$ cat src/rtl/sevenseg_scan_driver.sv
// sevenseg_scan_driver
//   Scans a 4-digit multiplexed seven-segment display. A free-running slot
//   counter selects one digit at a time (digit 0 = rightmost). The block
//   decodes that digit's nibble to segments, applies brightness PWM,
//   leading-zero blanking and forced blanking, and registers an/seg/seg_dp
//   together. New data is staged in pending registers and swapped into the
//   display registers only at a frame boundary, so a frame never mixes old
//   and new data.
//
// Parameters
//   REFRESH_BITS   slot counter width; one digit slot is 2^REFRESH_BITS cycles (>= 4)
//   SEG_ACTIVE_LOW 1: seg/seg_dp drive 0 to light a segment
//   AN_ACTIVE_LOW  1: an drives 0 to enable a digit
//
// Ports
//   CLK        system clock
//   nrst       synchronous active-low reset
//   value      16-bit hex value, nibble k -> digit k
//   dp         per-digit decimal point request
//   blank      per-digit forced blank
//   lz_blank   enable leading-zero blanking
//   bright     brightness 0 (1/8 duty) .. 7 (full), used live
//   load       strobe capturing value/dp/blank/lz_blank
//   seg        segments {g,f,e,d,c,b,a}
//   seg_dp     decimal-point segment
//   an         digit enables, an[k] for digit k
//   frame_tick one-cycle pulse at the start of each frame
module sevenseg_scan_driver #(
  parameter int REFRESH_BITS   = 16,
  parameter bit SEG_ACTIVE_LOW = 1'b1,
  parameter bit AN_ACTIVE_LOW  = 1'b1
) (
  input  logic        CLK,
  input  logic        nrst,
  input  logic [15:0] value,
  input  logic [3:0]  dp,
  input  logic [3:0]  blank,
  input  logic        lz_blank,
  input  logic [2:0]  bright,
  input  logic        load,
  output logic [6:0]  seg,
  output logic        seg_dp,
  output logic [3:0]  an,
  output logic        frame_tick
);

  localparam logic [REFRESH_BITS-1:0] CNT_ONE = {{(REFRESH_BITS-1){1'b0}}, 1'b1};

  // Physical levels for an unlit digit
  localparam logic [6:0] SEG_OFF = SEG_ACTIVE_LOW ? 7'h7F : 7'h00;
  localparam logic       DP_OFF  = SEG_ACTIVE_LOW ? 1'b1  : 1'b0;
  localparam logic [3:0] AN_OFF  = AN_ACTIVE_LOW  ? 4'hF  : 4'h0;

  logic [REFRESH_BITS-1:0] cnt;
  logic [1:0]              idx;

  logic [15:0] pend_value;
  logic [3:0]  pend_dp;
  logic [3:0]  pend_blank;
  logic        pend_lz;
  logic        pend_valid;

  logic [15:0] disp_value;
  logic [3:0]  disp_dp;
  logic [3:0]  disp_blank;
  logic        disp_lz;

  logic        slot_end;
  logic        frame_wrap;

  assign slot_end   = &cnt;
  assign frame_wrap = slot_end && (idx == 2'd3);

  // Slot counter, digit index and frame pulse
  always_ff @(posedge CLK) begin
    if (!nrst) begin
      cnt        <= '0;
      idx        <= 2'd0;
      frame_tick <= 1'b0;
    end else begin
      cnt        <= cnt + CNT_ONE;
      frame_tick <= frame_wrap;
      if (slot_end) begin
        idx <= idx + 2'd1;
      end
    end
  end

  // Pending / display staging. A load landing on the wrap cycle goes straight
  // to the display registers so it is not delayed by a whole frame.
  always_ff @(posedge CLK) begin
    if (!nrst) begin
      pend_value <= '0;
      pend_dp    <= '0;
      pend_blank <= '0;
      pend_lz    <= 1'b0;
      pend_valid <= 1'b0;
      disp_value <= '0;
      disp_dp    <= '0;
      disp_blank <= '0;
      disp_lz    <= 1'b0;
    end else begin
      if (load) begin
        pend_value <= value;
        pend_dp    <= dp;
        pend_blank <= blank;
        pend_lz    <= lz_blank;
      end
      if (frame_wrap && load) begin
        disp_value <= value;
        disp_dp    <= dp;
        disp_blank <= blank;
        disp_lz    <= lz_blank;
        pend_valid <= 1'b0;
      end else if (frame_wrap && pend_valid) begin
        disp_value <= pend_value;
        disp_dp    <= pend_dp;
        disp_blank <= pend_blank;
        disp_lz    <= pend_lz;
        pend_valid <= 1'b0;
      end else if (load) begin
        pend_valid <= 1'b1;
      end
    end
  end

  // Active-high gfedcba pattern for a hex nibble
  function automatic logic [6:0] hex_to_seg(input logic [3:0] nib);
    logic [6:0] s;
    case (nib)
      4'h0: s = 7'h3F;
      4'h1: s = 7'h06;
      4'h2: s = 7'h5B;
      4'h3: s = 7'h4F;
      4'h4: s = 7'h66;
      4'h5: s = 7'h6D;
      4'h6: s = 7'h7D;
      4'h7: s = 7'h07;
      4'h8: s = 7'h7F;
      4'h9: s = 7'h6F;
      4'hA: s = 7'h77;
      4'hB: s = 7'h7C;
      4'hC: s = 7'h39;
      4'hD: s = 7'h5E;
      4'hE: s = 7'h79;
      default: s = 7'h71;
    endcase
    return s;
  endfunction

  logic [3:0] cur_nib;
  logic [3:0] lz_mask;
  logic       pwm_on;
  logic       digit_on;
  logic [6:0] seg_lit;
  logic       dp_lit;
  logic [3:0] an_lit;
  logic [6:0] seg_nxt;
  logic       dp_nxt;
  logic [3:0] an_nxt;

  always_comb begin
    cur_nib = 4'h0;
    case (idx)
      2'd0:    cur_nib = disp_value[3:0];
      2'd1:    cur_nib = disp_value[7:4];
      2'd2:    cur_nib = disp_value[11:8];
      default: cur_nib = disp_value[15:12];
    endcase
  end

  // A digit is a leading zero when it and every more significant nibble are
  // zero; digit 0 always shows so an all-zero value still reads "0".
  always_comb begin
    lz_mask    = 4'b0000;
    lz_mask[3] = disp_lz && (disp_value[15:12] == 4'h0);
    lz_mask[2] = lz_mask[3] && (disp_value[11:8] == 4'h0);
    lz_mask[1] = lz_mask[2] && (disp_value[7:4] == 4'h0);
  end

  always_comb begin
    pwm_on   = (cnt[REFRESH_BITS-1 -: 3] <= bright);
    digit_on = pwm_on && !disp_blank[idx];
    seg_lit  = 7'h00;
    dp_lit   = 1'b0;
    an_lit   = 4'b0000;
    if (digit_on) begin
      an_lit = 4'b0001 << idx;
      dp_lit = disp_dp[idx];
      if (!lz_mask[idx]) begin
        seg_lit = hex_to_seg(cur_nib);
      end
    end
    seg_nxt = SEG_ACTIVE_LOW ? ~seg_lit : seg_lit;
    dp_nxt  = SEG_ACTIVE_LOW ? ~dp_lit  : dp_lit;
    an_nxt  = AN_ACTIVE_LOW  ? ~an_lit  : an_lit;
  end

  // Anode and segments update on the same edge to avoid ghosting
  always_ff @(posedge CLK) begin
    if (!nrst) begin
      seg    <= SEG_OFF;
      seg_dp <= DP_OFF;
      an     <= AN_OFF;
    end else begin
      seg    <= seg_nxt;
      seg_dp <= dp_nxt;
      an     <= an_nxt;
    end
  end

endmodule

$ cat config.mk
export PLATFORM = sky130hd
export DESIGN_NAME = sevenseg_scan_driver
export DESIGN_NICKNAME = d
export VERILOG_FILES = /design/src/rtl/sevenseg_scan_driver.sv
export SDC_FILE = /design/constraint.sdc
export NUM_CORES = 1
export LEC_CHECK = 0
export BUFFER_PORTS_ARGS = -buffer_cell sky130_fd_sc_hd__buf_4
export CAP_MARGIN = 40
export CORE_ASPECT_RATIO = 2
export CORE_MARGIN = 5
export CORE_UTILIZATION = 43
export DETAILED_ROUTE_END_ITERATION = 16
export REMOVE_ABC_BUFFERS = 1
export SYNTH_ARGS = -nofsm -noshare
export SYNTH_HDL_FRONTEND = slang
export SYNTH_SLANG_ARGS = --single-unit
$ cat constraint.sdc
create_clock -name CLK -period 3.9 [get_ports CLK]
set_input_delay 0.585 -clock CLK [delete_from_list [all_inputs] [get_ports CLK]]
set_output_delay 0.585 -clock CLK [all_outputs]
set_load 0.005 [all_outputs]
==> flow_metrics.env, run 1 <==
export IMPL_yosysWarnings=0
export IMPL_tns_ns=0
export IMPL_portBuffers=43
export IMPL_routed_via_count=2938
export IMPL_cp_start_kind="flop"
export IMPL_syn_area_per_cell_um2=9.48
export IMPL_cts_path_max_buffers=2
export IMPL_final_layout_size_suffix_gt1_share_pct=21.5
export IMPL_hold_class="flop to flop"
export IMPL_criticalPathCategory="flop to flop"
export IMPL_power_mw=1.86
export IMPL_finalSetupViolations=0
export IMPL_die_area_mm2=0.0110
export IMPL_dr_pass1_iters=5
export IMPL_vdd_drop_max_v=0.000291
export IMPL_cts_resized_gates=0
export IMPL_die_w_um=76.6
export IMPL_htreeDepth=3
export IMPL_cts_made_buffers=9
export IMPL_dp_hpwl_mm=6.00
export IMPL_instances_no_fill=541
export IMPL_path_clk_slew_ns=0.06
export IMPL_initialDrtViolationCount=150
export IMPL_hold_viol=0
export IMPL_grt_max_degree=34
export IMPL_post_route_drc_count=0
export IMPL_crit_path_start="idx[0]"
export IMPL_use_met1_pct=16.7
export IMPL_dp_cells=526
export IMPL_postSynthRegisterBits=82
export IMPL_busiest_layer="met2"
export IMPL_skew_ns=0.00271
export IMPL_final_nets=483
export IMPL_start_util_pct=44.1
export IMPL_min_delay_start="cnt[0]"
export IMPL_wire_per_inst_um=15.3
export IMPL_grt_pass1_vias=2829
export IMPL_vias_per_cell=5.43
export IMPL_met3_usage_pct=3.47
export IMPL_cts_root_buffer="clkbuf_16"
export IMPL_cts_setup_buffers=0
export IMPL_gr_usage_met2_pct=28.9
export IMPL_antenna_found_initial=0
export IMPL_antenna_cells=0
export IMPL_cts_num_sinks=82
export IMPL_cts_tree="built"
export IMPL_powerDensity_mw_per_mm2=415
export IMPL_seqCellArea_mm2=0.00164
export IMPL_p_leak_nw=1.80
export IMPL_cts_hold_buffers=0
export IMPL_area_growth_syn_to_layout_pct=17.2
export IMPL_multi_input_area_mm2=0.00193
export IMPL_drtAntennaViolNets=0
export IMPL_reg2reg_from="idx[0]"
export IMPL_finalCritPeriodShare_pct=61.5
export IMPL_ios=44
export IMPL_track_usage_pct=15.7
export IMPL_rows=48
export IMPL_syn_area_mm2=0.00381
export IMPL_coreArea_mm2=0.00865
export IMPL_cp_max_fo=9
export IMPL_maxCapViolations=0
export IMPL_worst_pin_slew_ns=0.903
export IMPL_fmax_ghz=0.417
export IMPL_cp_arrival_ns=2.61
export IMPL_n_fill_cell=830
export IMPL_required_ns=4.11
export IMPL_grt_ovfl_total=0
export IMPL_insertion_delay_ns=0.33
export IMPL_hold_worst_slack_ns=0.471
export IMPL_finalMaxSlewViolations=0
export IMPL_rsz0062_at_grt="no"
export IMPL_fin_crit_ns=2.40
export IMPL_synth_cell_type_count=48
export IMPL_grt_pass1_wl_mm=13.8
export IMPL_syn_inst=402
export IMPL_gp_congestion=0.837
export IMPL_slew_headroom_pct=38.1
export IMPL_routed_wl_mm=8.26
export IMPL_outcome="completed"
export IMPL_ys_seq_area_share_pct=43.1
export IMPL_die_h_um=143
export IMPL_cp_end_kind="flop"
-- final cells by class --
class | count | area share (%)
inverter | 29 | 2.44
clock buffer | 13 | 6.05
clock inverter | 2 | 0.784
tap | 100 | 2.80
sequential | 82 | 36.7
timing repair buffer | 46 | 8.01
multi-input combinational | 269 | 43.2
-- flip-flops by register name (all words and copies together) (netlist names), 2 cells and up --
name        count
cnt            16
disp_value     16
pend_value     16
seg             7
an              4
disp_blank      4
disp_dp         4
pend_blank      4
pend_dp         4
idx             2
-- power by group --
part | internal (mW) | switching (mW) | leakage [nW] | total, mW
combinational | 0.0589 | 0.0631 | 0.982 | 0.122
sequential | 0.862 | 0.0125 | 0.669 | 0.874
clock | 0.544 | 0.317 | 0.152 | 0.861
-- through the flow --
step / worst slack (ns) / cell area (um^2) / util, %
2_1_floorplan: 1.57 / 3680 / -
4_1_cts: 1.50 / 4470 / 51.7
3_5_place_dp: 1.55 / 4160 / 48.1
6_report: 1.50 / 4470 / 51.7
5_1_grt: 1.25 / 4470 / 51.7
3_3_place_gp: 1.59 / 4140 / 47.9
-- worst paths after layout --
check | end | slack [ns] | cells after the start
worst max-delay path | seg[3] | 1.50 | 9
worst min-delay path | cnt[0] | 0.47 | 1
worst max register to register | seg[3] | 1.50 | 9
worst min register to register | cnt[0] | 0.47 | 1
-- cell usage in the layout, fill, tap and decap left out, types with 2 or more instances in the layout --
cell,netlist,routed
a222oi_1,4,4
ha_1,15,15
mux2_2,2,2
nand3_1,9,9
and3_1,2,2
nand2_1,16,16
o21ai_0,10,10
inv_1,28,28
nor4_4,2,2
dfxtp_1,82,82
clkbuf_16,0,9
o221ai_1,3,3
nor2_1,85,85
xor2_1,7,7
a211oi_1,7,7
nor3_1,3,3
nor4_1,3,3
and4_1,2,2
clkbuf_8,0,3
mux4_2,2,2
nand2b_1,3,3
xnor2_1,8,8
o221a_2,7,7
a41oi_1,7,7
nand2b_4,2,2
o211ai_1,2,2
a21oi_1,10,10
a211oi_2,11,11
buf_4,1,45
mux2i_1,32,32
-- critical path, stage by stage (launching register included) --
cell and delay (ns):
dfxtp_1 0.54, inv_1 0.12, ha_1 0.27, a222oi_1 0.32, mux2i_1 0.24, inv_1 0.18
ha_1 0.28, a21oi_1 0.14, a32o_1 0.14, nand2_1 0.05
-- synth_stat cells, drive strengths merged --
cell type  instances  area [um^2]
nor2              85          319
dfxtp             82         1640
mux2i             32          320
inv               29          109
buf               19          120
a211oi            18          190
nand2             17         66.3
ha                15          188
a21oi             10         50.1
nand3             10         55.1
o21ai             10         50.1
xnor2              8         70.1
a41oi              7         61.3
o221a              7         78.8
xor2               7         61.3
nand2b             5         46.3
nor3               5         41.3
nor4               5         61.3
a222oi             4         40.0
and3               3         23.8
and4               3         28.8
clkbuf             3         11.3
o221ai             3         26.3
mux2               2         22.5
mux4               2         45.0
nand4              2         18.8
o211ai             2         15.0
a21boi             1         7.51
a32o               1         10.0
a32oi              1         8.76
and2               1         6.26
nor2b              1         6.26
o22ai              1         6.26
or2                1         6.26
-- logic make-up after synthesis --
group	Yosys count	synth area share, %
buf+inv	51	6.30
simple gates	138	17.8
mux	36	10.2
compound gates	65	14.3
flops	82	43.1
xor+xnor	15	3.45
fa+ha+maj	15	4.92
-- per-layer routing --
| metal | part of all wire (%) | wire, um |
|---|---|---|
| met3 | 3.3 | 274 |
| met1 | 40 | 3280 |
| met5 | 0 | 0 |
| met2 | 54 | 4480 |
| met4 | 2.6 | 217 |
Note: power is estimated with default switching activity, not from simulation.
==> run 2, diff against run 1 <==
--- a/config.mk
+++ b/config.mk
@@ -5,6 +5,7 @@
 export SDC_FILE = /design/constraint.sdc
 export NUM_CORES = 1
 export LEC_CHECK = 0
+export ABC_AREA = 1
 export BUFFER_PORTS_ARGS = -buffer_cell sky130_fd_sc_hd__buf_4
 export CAP_MARGIN = 40
 export CORE_ASPECT_RATIO = 2
==> constraint.sdc (replaced) <==
create_clock -name CLK -period 2.45 [get_ports CLK]
set_input_delay 0.3675 -clock CLK [delete_from_list [all_inputs] [get_ports CLK]]
set_output_delay 0.3675 -clock CLK [all_outputs]
set_load 0.005 [all_outputs]
==> flow_metrics.env, run 2 <==
export IMPL_finalMaxSlewViolations=0
export IMPL_vias_per_cell=4.78
export IMPL_synth_main_ff_cell="dfxtp_1"
export IMPL_rsz0062_at_grt="no"
export IMPL_final_layout_size_suffix_gt1_share_pct=15.4
export IMPL_die_w_um=77.6
export IMPL_gp_congestion=0.884
export IMPL_track_usage_pct=16.2
export IMPL_p_int_mw=2.51
export IMPL_criticalPathCategory="flop to flop"
export IMPL_crit_chain="inv_1 -> ha_1 -> inv_1 -> o21ai_0 -> nor2_1 -> nor2_1 -> inv_1 -> ha_1 -> inv_1 -> nand2_1 -> o211ai_1 -> nand3_1"
export IMPL_routed_via_count=3429
export IMPL_crit_slowest_cell="dfxtp_1"
export IMPL_ys_seq_area_share_pct=41.8
export IMPL_fmax_ghz=0.457
export IMPL_fin_area_mm2=0.00467
export IMPL_postSynthRegisterBits=82
export IMPL_cts_root_buffer="clkbuf_16"
export IMPL_powerDensity_mw_per_mm2=672
export IMPL_grt_pass1_vias=3320
export IMPL_swShare_pct=20.0
export IMPL_cts_made_buffers=9
export IMPL_hold_class="primary input to flop"
export IMPL_wire_per_inst_um=12.2
export IMPL_ios=44
export IMPL_tns_ns=0
export IMPL_htreeDepth=3
export IMPL_insertion_delay_ns=0.33
export IMPL_antenna_cells=0
export IMPL_mostFrequentLayoutCell="nand2_1"
export IMPL_cts_tree="built"
export IMPL_dpl_instance_area_mm2=0.00432
export IMPL_required_ns=2.66
export IMPL_drtAntennaViolNets=0
export IMPL_initialDrtViolationCount=190
export IMPL_p_leak_nw=2.26
export IMPL_yosysWarnings=0
export IMPL_dr_pass1_iters=4
export IMPL_cts_path_max_buffers=2
export IMPL_grt_max_degree=36
export IMPL_synth_area_leader_cell="dfxtp_1"
export IMPL_syn_area_mm2=0.00393
export IMPL_critical_path_max_stage_delay_ns=0.38
export IMPL_cp_max_fo=7
export IMPL_synth_top_area_share_pct=41.8
export IMPL_reg_largest_list="cnt: 16 flops, disp_value: 16 flops, pend_value: 16 flops"
export IMPL_path_common_cell="inv_1"
export IMPL_grt_pass1_wl_mm=14.8
export IMPL_finalCritPeriodShare_pct=89.3
export IMPL_synth_top_cells_by_count="nand2_1, inv_1, dfxtp_1, a21oi_1, nor2_1"
export IMPL_die_h_um=145
export IMPL_synthTopCellsByArea="dfxtp_1, nand2_1, inv_1"
export IMPL_hold_viol=0
export IMPL_clkPwrFrac_pct=50.0
export IMPL_worst_pin_slew_ns=0.670
export IMPL_outcome="completed"
export IMPL_coreArea_mm2=0.00895
export IMPL_fin_crit_ns=2.19
export IMPL_cp_arrival_ns=2.40
export IMPL_skew_ns=0.00505
export IMPL_p_sw_mw=0.628
export IMPL_synth_async_reset_ratio_pct=0
export IMPL_cp_start_kind="flop"
export IMPL_syn_area_per_cell_um2=6.89
export IMPL_cts_num_sinks=82
export IMPL_vdd_drop_max_v=0.000420
export IMPL_maxCapViolations=0
export IMPL_syn_inst=570
export IMPL_start_util_pct=43.9
export IMPL_dp_hpwl_mm=6.59
export IMPL_post_route_drc_count=0
export IMPL_path_clk_slew_ns=0.06
export IMPL_die_area_mm2=0.0113
export IMPL_path_buf_inv=4
export IMPL_combPwrFrac_pct=5.9
export IMPL_utilization_pct=52.2
export IMPL_cp_top_family="adder cells"
export IMPL_area_growth_syn_to_layout_pct=18.9
export IMPL_slew_headroom_pct=55.3
export IMPL_final_nets=657
export IMPL_mostFrequentLayoutCells="nand2_1, inv_1, dfxtp_1"
export IMPL_rows=49
export IMPL_portBuffers=43
export IMPL_synth_edf_count=0
export IMPL_power_frac_seq_pct=44.1
export IMPL_synth_cell_type_count=28
export IMPL_antenna_found_initial=0
export IMPL_grt_ovfl_total=0
export IMPL_routed_wl_mm=8.78
export IMPL_cp_end_kind="flop"
export IMPL_finalSetupViolations=0
export IMPL_power_mw=3.14
export IMPL_yosysMostFrequentCell="nand2_1"
==> run 2: cell types whose count changed after synthesis, moves of 14 or more <==
cell and delta:
or2_2 +14, mux2i_1 -32, a21oi_1 +36, nor2_1 -41, nand2_1 +161, nand3_1 +15, o21ai_0 +15, inv_1 +56
==> run 2: final cells by class <==
cell class	count	area [um^2]
inverter	86	323
multi-input combinational	383	1860
sequential	82	1640
timing repair buffer	49	368
clock inverter	4	97.6
fill	902	4280
tap	102	128
clock buffer	12	256
==> run 2: what timing repair did <==
item / in CTS / in global routing
setup buffers: 0 / 0
resized for setup: 0 / 1
hold buffers: 0 / 0
setup endpoints to repair: 0 / 1
==> run 2: final timing paths <==
kind / startpoint / endpoint / slack [ns] / depth (start not counted)
setup reg to reg: idx[1] / seg[3] / 0.26 / 12
hold / removal: value[15] / pend_value[15] / 0.32 / 3
hold reg to reg: pend_value[12] / pend_value[12] / 0.45 / 2
setup / recovery: idx[1] / seg[3] / 0.26 / 12
==> run 2: power by group through the flow <==
stage                     clock (mW)  combinational (mW)  sequential, mW
after floorplan                    0              0.0964            1.41
after global placement             0               0.184            1.41
after detailed placement           0               0.188            1.41
after CTS                       1.60               0.188            1.38
after global routing            1.65               0.213            1.39
final                           1.57               0.184            1.38
==> run 2: kinds of logic after synthesis <==
kind of cell | after synthesis | synth area share, %
adders and majority gates | 15 | 4.78
and+or+nand+nor | 279 | 30.0
xor gates and xnor gates | 4 | 0.892
DFF | 82 | 41.8
AOI/OAI and AO/OA | 85 | 11.6
buffers and inverters | 105 | 10.9
==> run 2: layer usage <==
| metal | share of wire (%) | track usage (%) | wire length [um] |
|---|---|---|---|
| met4 | 2.6 | 7.06 | 224 |
| met1 | 37 | 15.7 | 3290 |
| met5 | 0 | 0 | 0 |
| met2 | 57 | 31.5 | 5020 |
| met3 | 2.8 | 3.35 | 244 |
==> run 2: worst register-to-register path: stages (launching register included) <==
cell and delay, ns:
dfxtp_1 0.38, inv_1 0.17, ha_1 0.23, inv_1 0.06
o21ai_0 0.15, nor2_1 0.07, nor2_1 0.21, inv_1 0.16
ha_1 0.32, inv_1 0.05, nand2_1 0.06, o211ai_1 0.12
nand3_1 0.09
==> run 2: through the flow <==
| step | setup slack [ns] | hold WS, ns | instances |
|---|---|---|---|
| final | 0.262 | 0.317 | 718 |
| after global routing | 0.00419 | 0.326 | 718 |
| after CTS | 0.174 | 0.314 | 718 |
| after detailed placement | 0.188 | 0.442 | 702 |
| after global placement | 0.294 | 0.430 | 702 |
| after floorplan | 0.365 | 0.418 | 551 |
